File: config.mk
export PLATFORM = sky130hd
export DESIGN_NAME = mips_cpu_control
export DESIGN_NICKNAME = d
export VERILOG_FILES = /design/src/rtl/mips_cpu_pkg.sv /design/src/rtl/mips_cpu_control_decode.sv /design/src/rtl/mips_cpu_control.sv
export SDC_FILE = /design/constraint.sdc
export NUM_CORES = 1
export LEC_CHECK = 0
export ABC_AREA = 1
export CAP_MARGIN = 5
export CORE_UTILIZATION = 45
export DETAILED_ROUTE_END_ITERATION = 10
export PLACE_DENSITY = 0.95
export SKIP_LAST_GASP = 1
export SLEW_MARGIN = 30
export SYNTH_ARGS = -nofsm -noshare
export SYNTH_HDL_FRONTEND = slang
export SYNTH_HIERARCHICAL = 1
export SYNTH_SLANG_ARGS = --single-unit
File: constraint.sdc
create_clock -name clk -period 4.8 [get_ports clk]
set_clock_uncertainty 0.2 [all_clocks]
set_input_delay 0.72 -clock clk [delete_from_list [all_inputs] [get_ports clk]]
set_output_delay 0.72 -clock clk [all_outputs]
set_load 0.005 [all_outputs]
File: src/rtl/mips_cpu_pkg.sv
// Shared types and encodings for the multi-cycle MIPS control unit and its ALU.
// Latency: n/a (package only).
// Backpressure: n/a (package only).
//
// Contents: ALU op codes (shared with the ALU), FSM state encoding, instruction
// class tags, MIPS opcode/funct field values and the pc_src / alu_src_b mux codes.
package mips_cpu_pkg;

    typedef enum logic [4:0] {
        ALU_AND  = 5'd0,
        ALU_OR   = 5'd1,
        ALU_ADD  = 5'd2,
        ALU_SUB  = 5'd3,
        ALU_SLT  = 5'd4,
        ALU_XOR  = 5'd5,
        ALU_SLL  = 5'd6,
        ALU_SRL  = 5'd7,
        ALU_SRA  = 5'd8,
        ALU_SLLV = 5'd9,
        ALU_SRLV = 5'd10,
        ALU_SRAV = 5'd11,
        ALU_LUI  = 5'd12,
        ALU_SLTU = 5'd13
    } alu_op_t;

    typedef enum logic [2:0] {
        ST_FETCH  = 3'd0,
        ST_DECODE = 3'd1,
        ST_EXEC   = 3'd2,
        ST_MEM    = 3'd3,
        ST_WB     = 3'd4,
        ST_HALT   = 3'd5
    } state_t;

    // Sequencing class: decides which states an instruction visits.
    typedef enum logic [2:0] {
        CLS_ALU_R = 3'd0,
        CLS_ALU_I = 3'd1,
        CLS_LOAD  = 3'd2,
        CLS_STORE = 3'd3,
        CLS_BEQ   = 3'd4,
        CLS_BNE   = 3'd5,
        CLS_J     = 3'd6,
        CLS_JR    = 3'd7
    } instr_class_t;

    typedef struct packed {
        alu_op_t      alu_op;
        logic [1:0]   alu_src_b;
        logic         reg_dst;
        instr_class_t cls;
        logic         illegal;
    } dec_t;

    // Primary opcodes (instr[31:26])
    localparam logic [5:0] OP_RTYPE = 6'h00;
    localparam logic [5:0] OP_J     = 6'h02;
    localparam logic [5:0] OP_BEQ   = 6'h04;
    localparam logic [5:0] OP_BNE   = 6'h05;
    localparam logic [5:0] OP_ADDIU = 6'h09;
    localparam logic [5:0] OP_SLTI  = 6'h0A;
    localparam logic [5:0] OP_SLTIU = 6'h0B;
    localparam logic [5:0] OP_ANDI  = 6'h0C;
    localparam logic [5:0] OP_ORI   = 6'h0D;
    localparam logic [5:0] OP_XORI  = 6'h0E;
    localparam logic [5:0] OP_LUI   = 6'h0F;
    localparam logic [5:0] OP_LW    = 6'h23;
    localparam logic [5:0] OP_SW    = 6'h2B;

    // R-type funct codes (instr[5:0])
    localparam logic [5:0] FN_SLL  = 6'h00;
    localparam logic [5:0] FN_SRL  = 6'h02;
    localparam logic [5:0] FN_SRA  = 6'h03;
    localparam logic [5:0] FN_SLLV = 6'h04;
    localparam logic [5:0] FN_SRLV = 6'h06;
    localparam logic [5:0] FN_SRAV = 6'h07;
    localparam logic [5:0] FN_JR   = 6'h08;
    localparam logic [5:0] FN_ADDU = 6'h21;
    localparam logic [5:0] FN_SUBU = 6'h23;
    localparam logic [5:0] FN_AND  = 6'h24;
    localparam logic [5:0] FN_OR   = 6'h25;
    localparam logic [5:0] FN_XOR  = 6'h26;
    localparam logic [5:0] FN_SLT  = 6'h2A;
    localparam logic [5:0] FN_SLTU = 6'h2B;

    // pc_src mux codes
    localparam logic [1:0] PC_SRC_PC4    = 2'd0;
    localparam logic [1:0] PC_SRC_BRANCH = 2'd1;
    localparam logic [1:0] PC_SRC_JUMP   = 2'd2;
    localparam logic [1:0] PC_SRC_RS     = 2'd3;

    // alu_src_b mux codes
    localparam logic [1:0] ALUB_RT   = 2'd0;
    localparam logic [1:0] ALUB_SEXT = 2'd1;
    localparam logic [1:0] ALUB_ZEXT = 2'd2;

endpackage

File: src/rtl/mips_cpu_control_decode.sv
// Combinational instruction classifier: instr -> ALU op, B-mux select, dest select, class.
// Latency: 0 cycles (pure combinational).
// Backpressure: none; output follows instr_i.
//
// Ports:
//   instr_i  in  32  instruction word from the IR
//   dec_o    out dec_t {alu_op, alu_src_b, reg_dst, cls, illegal}
module mips_cpu_control_decode
    import mips_cpu_pkg::*;
(
    input  logic [31:0] instr_i,
    output dec_t        dec_o
);

    logic [5:0] opcode;
    logic [5:0] funct;
    // Register and immediate fields are the datapath's business, not ours.
    logic       unused_fields;

    assign opcode        = instr_i[31:26];
    assign funct         = instr_i[5:0];
    assign unused_fields = ^instr_i[25:6];

    always_comb begin
        dec_o.alu_op    = ALU_ADD;
        dec_o.alu_src_b = ALUB_RT;
        dec_o.reg_dst   = 1'b0;
        dec_o.cls       = CLS_ALU_I;
        dec_o.illegal   = 1'b0;

        case (opcode)
            OP_RTYPE: begin
                dec_o.cls     = CLS_ALU_R;
                dec_o.reg_dst = 1'b1;
                case (funct)
                    FN_SLL:  dec_o.alu_op = ALU_SLL;
                    FN_SRL:  dec_o.alu_op = ALU_SRL;
                    FN_SRA:  dec_o.alu_op = ALU_SRA;
                    FN_SLLV: dec_o.alu_op = ALU_SLLV;
                    FN_SRLV: dec_o.alu_op = ALU_SRLV;
                    FN_SRAV: dec_o.alu_op = ALU_SRAV;
                    FN_ADDU: dec_o.alu_op = ALU_ADD;
                    FN_SUBU: dec_o.alu_op = ALU_SUB;
                    FN_AND:  dec_o.alu_op = ALU_AND;
                    FN_OR:   dec_o.alu_op = ALU_OR;
                    FN_XOR:  dec_o.alu_op = ALU_XOR;
                    FN_SLT:  dec_o.alu_op = ALU_SLT;
                    FN_SLTU: dec_o.alu_op = ALU_SLTU;
                    FN_JR: begin
                        dec_o.cls     = CLS_JR;
                        dec_o.reg_dst = 1'b0;
                    end
                    default: begin
                        dec_o.illegal = 1'b1;
                        dec_o.reg_dst = 1'b0;
                    end
                endcase
            end
            OP_ADDIU: begin
                dec_o.alu_op    = ALU_ADD;
                dec_o.alu_src_b = ALUB_SEXT;
            end
            OP_SLTI: begin
                dec_o.alu_op    = ALU_SLT;
                dec_o.alu_src_b = ALUB_SEXT;
            end
            OP_SLTIU: begin
                dec_o.alu_op    = ALU_SLTU;
                dec_o.alu_src_b = ALUB_SEXT;
            end
            OP_ANDI: begin
                dec_o.alu_op    = ALU_AND;
                dec_o.alu_src_b = ALUB_ZEXT;
            end
            OP_ORI: begin
                dec_o.alu_op    = ALU_OR;
                dec_o.alu_src_b = ALUB_ZEXT;
            end
            OP_XORI: begin
                dec_o.alu_op    = ALU_XOR;
                dec_o.alu_src_b = ALUB_ZEXT;
            end
            OP_LUI: begin
                dec_o.alu_op    = ALU_LUI;
                dec_o.alu_src_b = ALUB_ZEXT;
            end
            OP_LW: begin
                dec_o.alu_op    = ALU_ADD;
                dec_o.alu_src_b = ALUB_SEXT;
                dec_o.cls       = CLS_LOAD;
            end
            OP_SW: begin
                dec_o.alu_op    = ALU_ADD;
                dec_o.alu_src_b = ALUB_SEXT;
                dec_o.cls       = CLS_STORE;
            end
            OP_BEQ: begin
                dec_o.alu_op = ALU_SUB;
                dec_o.cls    = CLS_BEQ;
            end
            OP_BNE: begin
                dec_o.alu_op = ALU_SUB;
                dec_o.cls    = CLS_BNE;
            end
            OP_J: begin
                dec_o.cls = CLS_J;
            end
            default: begin
                dec_o.illegal = 1'b1;
            end
        endcase
    end

endmodule

File: src/rtl/mips_cpu_control.sv
// Multi-cycle MIPS control FSM: FETCH/DECODE/EXEC/MEM/WB sequencing of ALU, muxes and memory strobes.
// Latency: ALU 4, LW 5, SW 4, branch/J/JR 3 cycles with no wait states.
// Backpressure: waitrequest holds FETCH and MEM with strobes frozen; ignored elsewhere.
//
// Ports:
//   clk, reset (sync, active-high)   instr[31:0], zero, waitrequest
//   mem_read, mem_write, mem_addr_sel, ir_write       memory / IR strobes
//   pc_write, pc_src[1:0]                             PC update
//   reg_write, reg_dst, mem_to_reg, alu_src_b[1:0], alu_op[4:0]   datapath
//   illegal (1-cycle pulse in DECODE), active (low once halted), state[2:0] (debug)
module mips_cpu_control
    import mips_cpu_pkg::*;
(
    input  logic        clk,
    input  logic        reset,
    input  logic [31:0] instr,
    input  logic        zero,
    input  logic        waitrequest,
    output logic        mem_read,
    output logic        mem_write,
    output logic        mem_addr_sel,
    output logic        ir_write,
    output logic        pc_write,
    output logic [1:0]  pc_src,
    output logic        reg_write,
    output logic        reg_dst,
    output logic        mem_to_reg,
    output logic [1:0]  alu_src_b,
    output logic [4:0]  alu_op,
    output logic        illegal,
    output logic        active,
    output logic [2:0]  state
);

    state_t  state_q, state_d;
    alu_op_t alu_op_q, alu_op_d;
    dec_t    dec;
    logic    rs_is_zero;

    mips_cpu_control_decode u_decode (
        .instr_i (instr),
        .dec_o   (dec)
    );

    // JR $0 is the halt idiom.
    assign rs_is_zero = (instr[25:21] == 5'd0);

    assign state  = state_q;
    assign active = (state_q != ST_HALT);

    always_ff @(posedge clk) begin
        if (reset) begin
            state_q  <= ST_FETCH;
            alu_op_q <= ALU_AND;
        end else begin
            state_q  <= state_d;
            alu_op_q <= alu_op_d;
        end
    end

    always_comb begin
        state_d      = state_q;
        alu_op_d     = alu_op_q;
        mem_read     = 1'b0;
        mem_write    = 1'b0;
        mem_addr_sel = 1'b0;
        ir_write     = 1'b0;
        pc_write     = 1'b0;
        pc_src       = PC_SRC_PC4;
        reg_write    = 1'b0;
        reg_dst      = 1'b0;
        mem_to_reg   = 1'b0;
        alu_src_b    = ALUB_RT;
        illegal      = 1'b0;
        // Outside EXEC the ALU keeps the last executed op so MEM/WB see a stable result.
        alu_op       = alu_op_q;

        case (state_q)
            ST_FETCH: begin
                mem_read = 1'b1;
                ir_write = 1'b1;
                if (!waitrequest) begin
                    pc_write = 1'b1;
                    state_d  = ST_DECODE;
                end
            end

            ST_DECODE: begin
                if (dec.illegal) begin
                    illegal = 1'b1;
                    state_d = ST_FETCH;
                end else begin
                    state_d = ST_EXEC;
                end
            end

            ST_EXEC: begin
                alu_op    = dec.alu_op;
                alu_op_d  = dec.alu_op;
                alu_src_b = dec.alu_src_b;
                case (dec.cls)
                    CLS_BEQ: begin
                        pc_write = zero;
                        pc_src   = PC_SRC_BRANCH;
                        state_d  = ST_FETCH;
                    end
                    CLS_BNE: begin
                        pc_write = !zero;
                        pc_src   = PC_SRC_BRANCH;
                        state_d  = ST_FETCH;
                    end
                    CLS_J: begin
                        pc_write = 1'b1;
                        pc_src   = PC_SRC_JUMP;
                        state_d  = ST_FETCH;
                    end
                    CLS_JR: begin
                        pc_write = 1'b1;
                        pc_src   = PC_SRC_RS;
                        state_d  = rs_is_zero ? ST_HALT : ST_FETCH;
                    end
                    CLS_LOAD, CLS_STORE: state_d = ST_MEM;
                    default:             state_d = ST_WB;
                endcase
                // An IR that changed to garbage after DECODE must not reach WB.
                if (dec.illegal) begin
                    state_d = ST_FETCH;
                end
            end

            ST_MEM: begin
                mem_addr_sel = 1'b1;
                alu_src_b    = dec.alu_src_b;
                mem_read     = (dec.cls == CLS_LOAD);
                mem_write    = (dec.cls == CLS_STORE);
                if (!waitrequest) begin
                    state_d = (dec.cls == CLS_LOAD) ? ST_WB : ST_FETCH;
                end
            end

            ST_WB: begin
                reg_write  = 1'b1;
                reg_dst    = dec.reg_dst;
                mem_to_reg = (dec.cls == CLS_LOAD);
                alu_src_b  = dec.alu_src_b;
                state_d    = ST_FETCH;
            end

            ST_HALT: begin
                state_d = ST_HALT;
            end

            default: begin
                state_d = ST_FETCH;
            end
        endcase
    end

endmodule

==> results.sh <==
export IMPL_r2r_end="alu_op_q[1]"
export IMPL_ir_drop_uv=165.6
export IMPL_grt_usage_pct=22.98
export IMPL_wl_per_cell_um=9.868
export IMPL_postCtsSetupBuffers=0
export IMPL_r2r_cells=7
export IMPL_synthToLayoutAreaGrowth_pct=37.39
export IMPL_cts_resized=0
export IMPL_start_util_pct=48.53
export IMPL_path_clk_slew_ps=50
export IMPL_fin_tns_setup_ps=0
export IMPL_hold_class="reg -> reg"
export IMPL_p_leak_nw=0.8988
export IMPL_antenna_cells=0
export IMPL_syn_cell_area_mm2=0.001235
export IMPL_final_nets=326
export IMPL_rsz0062_at_grt="no"
export IMPL_final_cell_mix="nand2_1 (62), inv_1 (57), clkdlybuf4s50_1 (42)"
export IMPL_synth_xor_area_share_pct=0.7092
export IMPL_final_setup_viol_count=0
export IMPL_synth_top_family_by_area="simple AND/OR/NAND/NOR gates"
export IMPL_drcViolationCount=0
export IMPL_syn_instance_count=245
export IMPL_crit_start="instr[3]"
export IMPL_drv_cap=0
export IMPL_synth_area_mux_share_pct=0
export IMPL_max_freq_mhz=258.7
export IMPL_die_x_um=54.39
export IMPL_grt_overflow=0
export IMPL_num_vias=1547
export IMPL_crit_path_end="mem_read"
export IMPL_synthAdderAreaFrac_pct=0
export IMPL_drv_slew=0
export IMPL_synth_compound_area_share_pct=11.96
export IMPL_clk_latency_ps=260
export IMPL_final_hold_viol_count=0
export IMPL_cp_data_required_time_ps=3880
export IMPL_cts_buffers_inserted=3
export IMPL_hold_buffers=0
export IMPL_ctsLongestPathBuffers=2
export IMPL_cts_max_level=1
export IMPL_grt_max_degree=17
export IMPL_crit_path_start_kind="input port"
export IMPL_ios=58
export IMPL_rrSetupSlack_ps=3220
export IMPL_cpPeakStageDelay_ps=530
export IMPL_via_per_inst=4.865
export IMPL_rows=18
export IMPL_grt_pass1_wl_um=5064
export IMPL_worstSetupEndpointType="output port"
export IMPL_synth_seq_cells=8
export IMPL_postSynthAreaPerCell_um2=5.041
export IMPL_final_common_cell="nand2_1"
export IMPL_crit_arrival_ps=2950
export IMPL_first_global_vias=1236
export IMPL_clock_sinks=8
export IMPL_tritoncts="built"
export IMPL_die_h_um=54.39
export IMPL_cts_root_buf="clkbuf_4"
export IMPL_drtIter0Drc=35
export IMPL_outcome="finished clean"
export IMPL_synth_net_count=281
export IMPL_hold_start="alu_op_q[2]"
export IMPL_yosysWarnings=6
export IMPL_timing_hold_ws_ps=320.7
export IMPL_synth_simple_gate_area_share_pct=53.60
export IMPL_core_mm2=0.002545
export IMPL_timing_final_crit_share_pct=80.54
export IMPL_crit_slowest_cell="clkdlybuf4s50_1"
export IMPL_gp_congestion=0.8836
export IMPL_die_area_mm2=0.002958
export IMPL_crit_chain="clkdlybuf4s50_1 -> inv_1 -> nor2_1 -> nand3_1 -> nor2_1 -> inv_1 -> nand4_1 -> nand3_1 -> o21ai_0 -> clkdlybuf4s50_1"
export IMPL_drt_wl_total_um=3138
export IMPL_crit_type="in -> out"
export IMPL_cp_max_fo=6
export IMPL_reg2reg_from="state[2]"
export IMPL_ys_seq_area_share_pct=12.97
export IMPL_power_density_mw_per_mm2=122.7
export IMPL_portBuffers=42
export IMPL_min_period_ps=3866
export IMPL_dp_hpwl_um=2569
export IMPL_firstDrtPassIters=4
export IMPL_antenna_found_initial=0
export IMPL_drive_above_1_share_pct=5.208
export IMPL_antenna_left=0
export IMPL_ys_types=26
[logic make-up after synthesis]
group                     after synthesis
AOI/OAI and AO/OA                      24
xor gates and xnor gates                1
buffers and inverters                  64
DFF                                     8
other                                   1
and+or+nand+nor                       147
[cell usage after synthesis]
library cell,count,share of area (%)
clkinv_2,1,0.40
a21oi_1,6,2.4
nor2_2,2,1.0
conb_1,1,0.30
a21boi_0,2,1.2
nor2_4,5,4.6
clkinv_1,1,0.30
o21ai_0,6,2.4
buf_6,1,0.91
o21a_1,1,0.61
nand2_1,62,19
xor2_1,1,0.71
nor2_1,34,10
inv_2,3,0.91
a211oi_1,5,3.0
nor3_1,5,2.0
nand3_1,33,13
a21boi_1,2,1.2
dfxtp_1,8,13
and3_1,2,1.0
inv_1,57,17
o211ai_1,1,0.61
buf_4,1,0.61
o21ai_1,1,0.40
nand4_1,3,1.5
nand2_4,1,0.91
[registers in the layout, indices dropped and copies added (netlist names)]
signal	count
alu_op_q	5
state	3
[stage by stage]
step	std cells	setup WS [ps]	area [um2]	power [mW]	util [%]
after CTS	318	955.4	1697	0.2085	66.67
after floorplan	245	2168	1235	0.1151	-
after detailed placement	315	971.3	1674	0.1565	65.78
final	318	933.8	1697	0.2082	66.67
after global placement	315	992.2	1674	0.1549	65.78
after global routing	318	719.5	1697	0.2235	66.67
[routing by layer]
metal | vias to the layer above | track usage, % | wire length (um)
met3 | 4 | 1.667 | 89
met2 | 43 | 35.77 | 1412
li1 | 839 | - | -
met5 | - | 0 | 0
met4 | 0 | 7.692 | 34
met1 | 661 | 32.85 | 1601
[worst min-delay path by stage]
stage / cells past startpoint / endpoint / slack [ps]
floorplan: 4 / alu_op_q[0] / 300
global placement: 4 / alu_op_q[1] / 310
detailed placement: 4 / alu_op_q[0] / 310
CTS: 4 / alu_op_q[0] / 320
global route: 4 / alu_op_q[0] / 370
finish: 4 / alu_op_q[2] / 320
[layout make-up]
class | count | area, um2
fill | 239 | 848.3
tap | 30 | 37.54
multi-input combinational | 173 | 822.0
sequential | 8 | 160.2
clock buffer | 3 | 22.52
inverter | 62 | 234.0
timing repair buffer | 42 | 420.4
[power breakdown]
| group | switching (mW) | internal (mW) |
|---|---|---|
| clock | 0.0236 | 0.0287 |
| combinational | 0.0444 | 0.0409 |
| sequential | 0.00218 | 0.0685 |
[critical path: cells and delay by family]
family | cells | cell delay, ps
AO/OA/AOI/OAI | 1 | 190
AND/OR/NAND/NOR | 5 | 810
buffers and inverters | 4 | 1230
No activity file was read; power rests on OpenSTA's default activity.
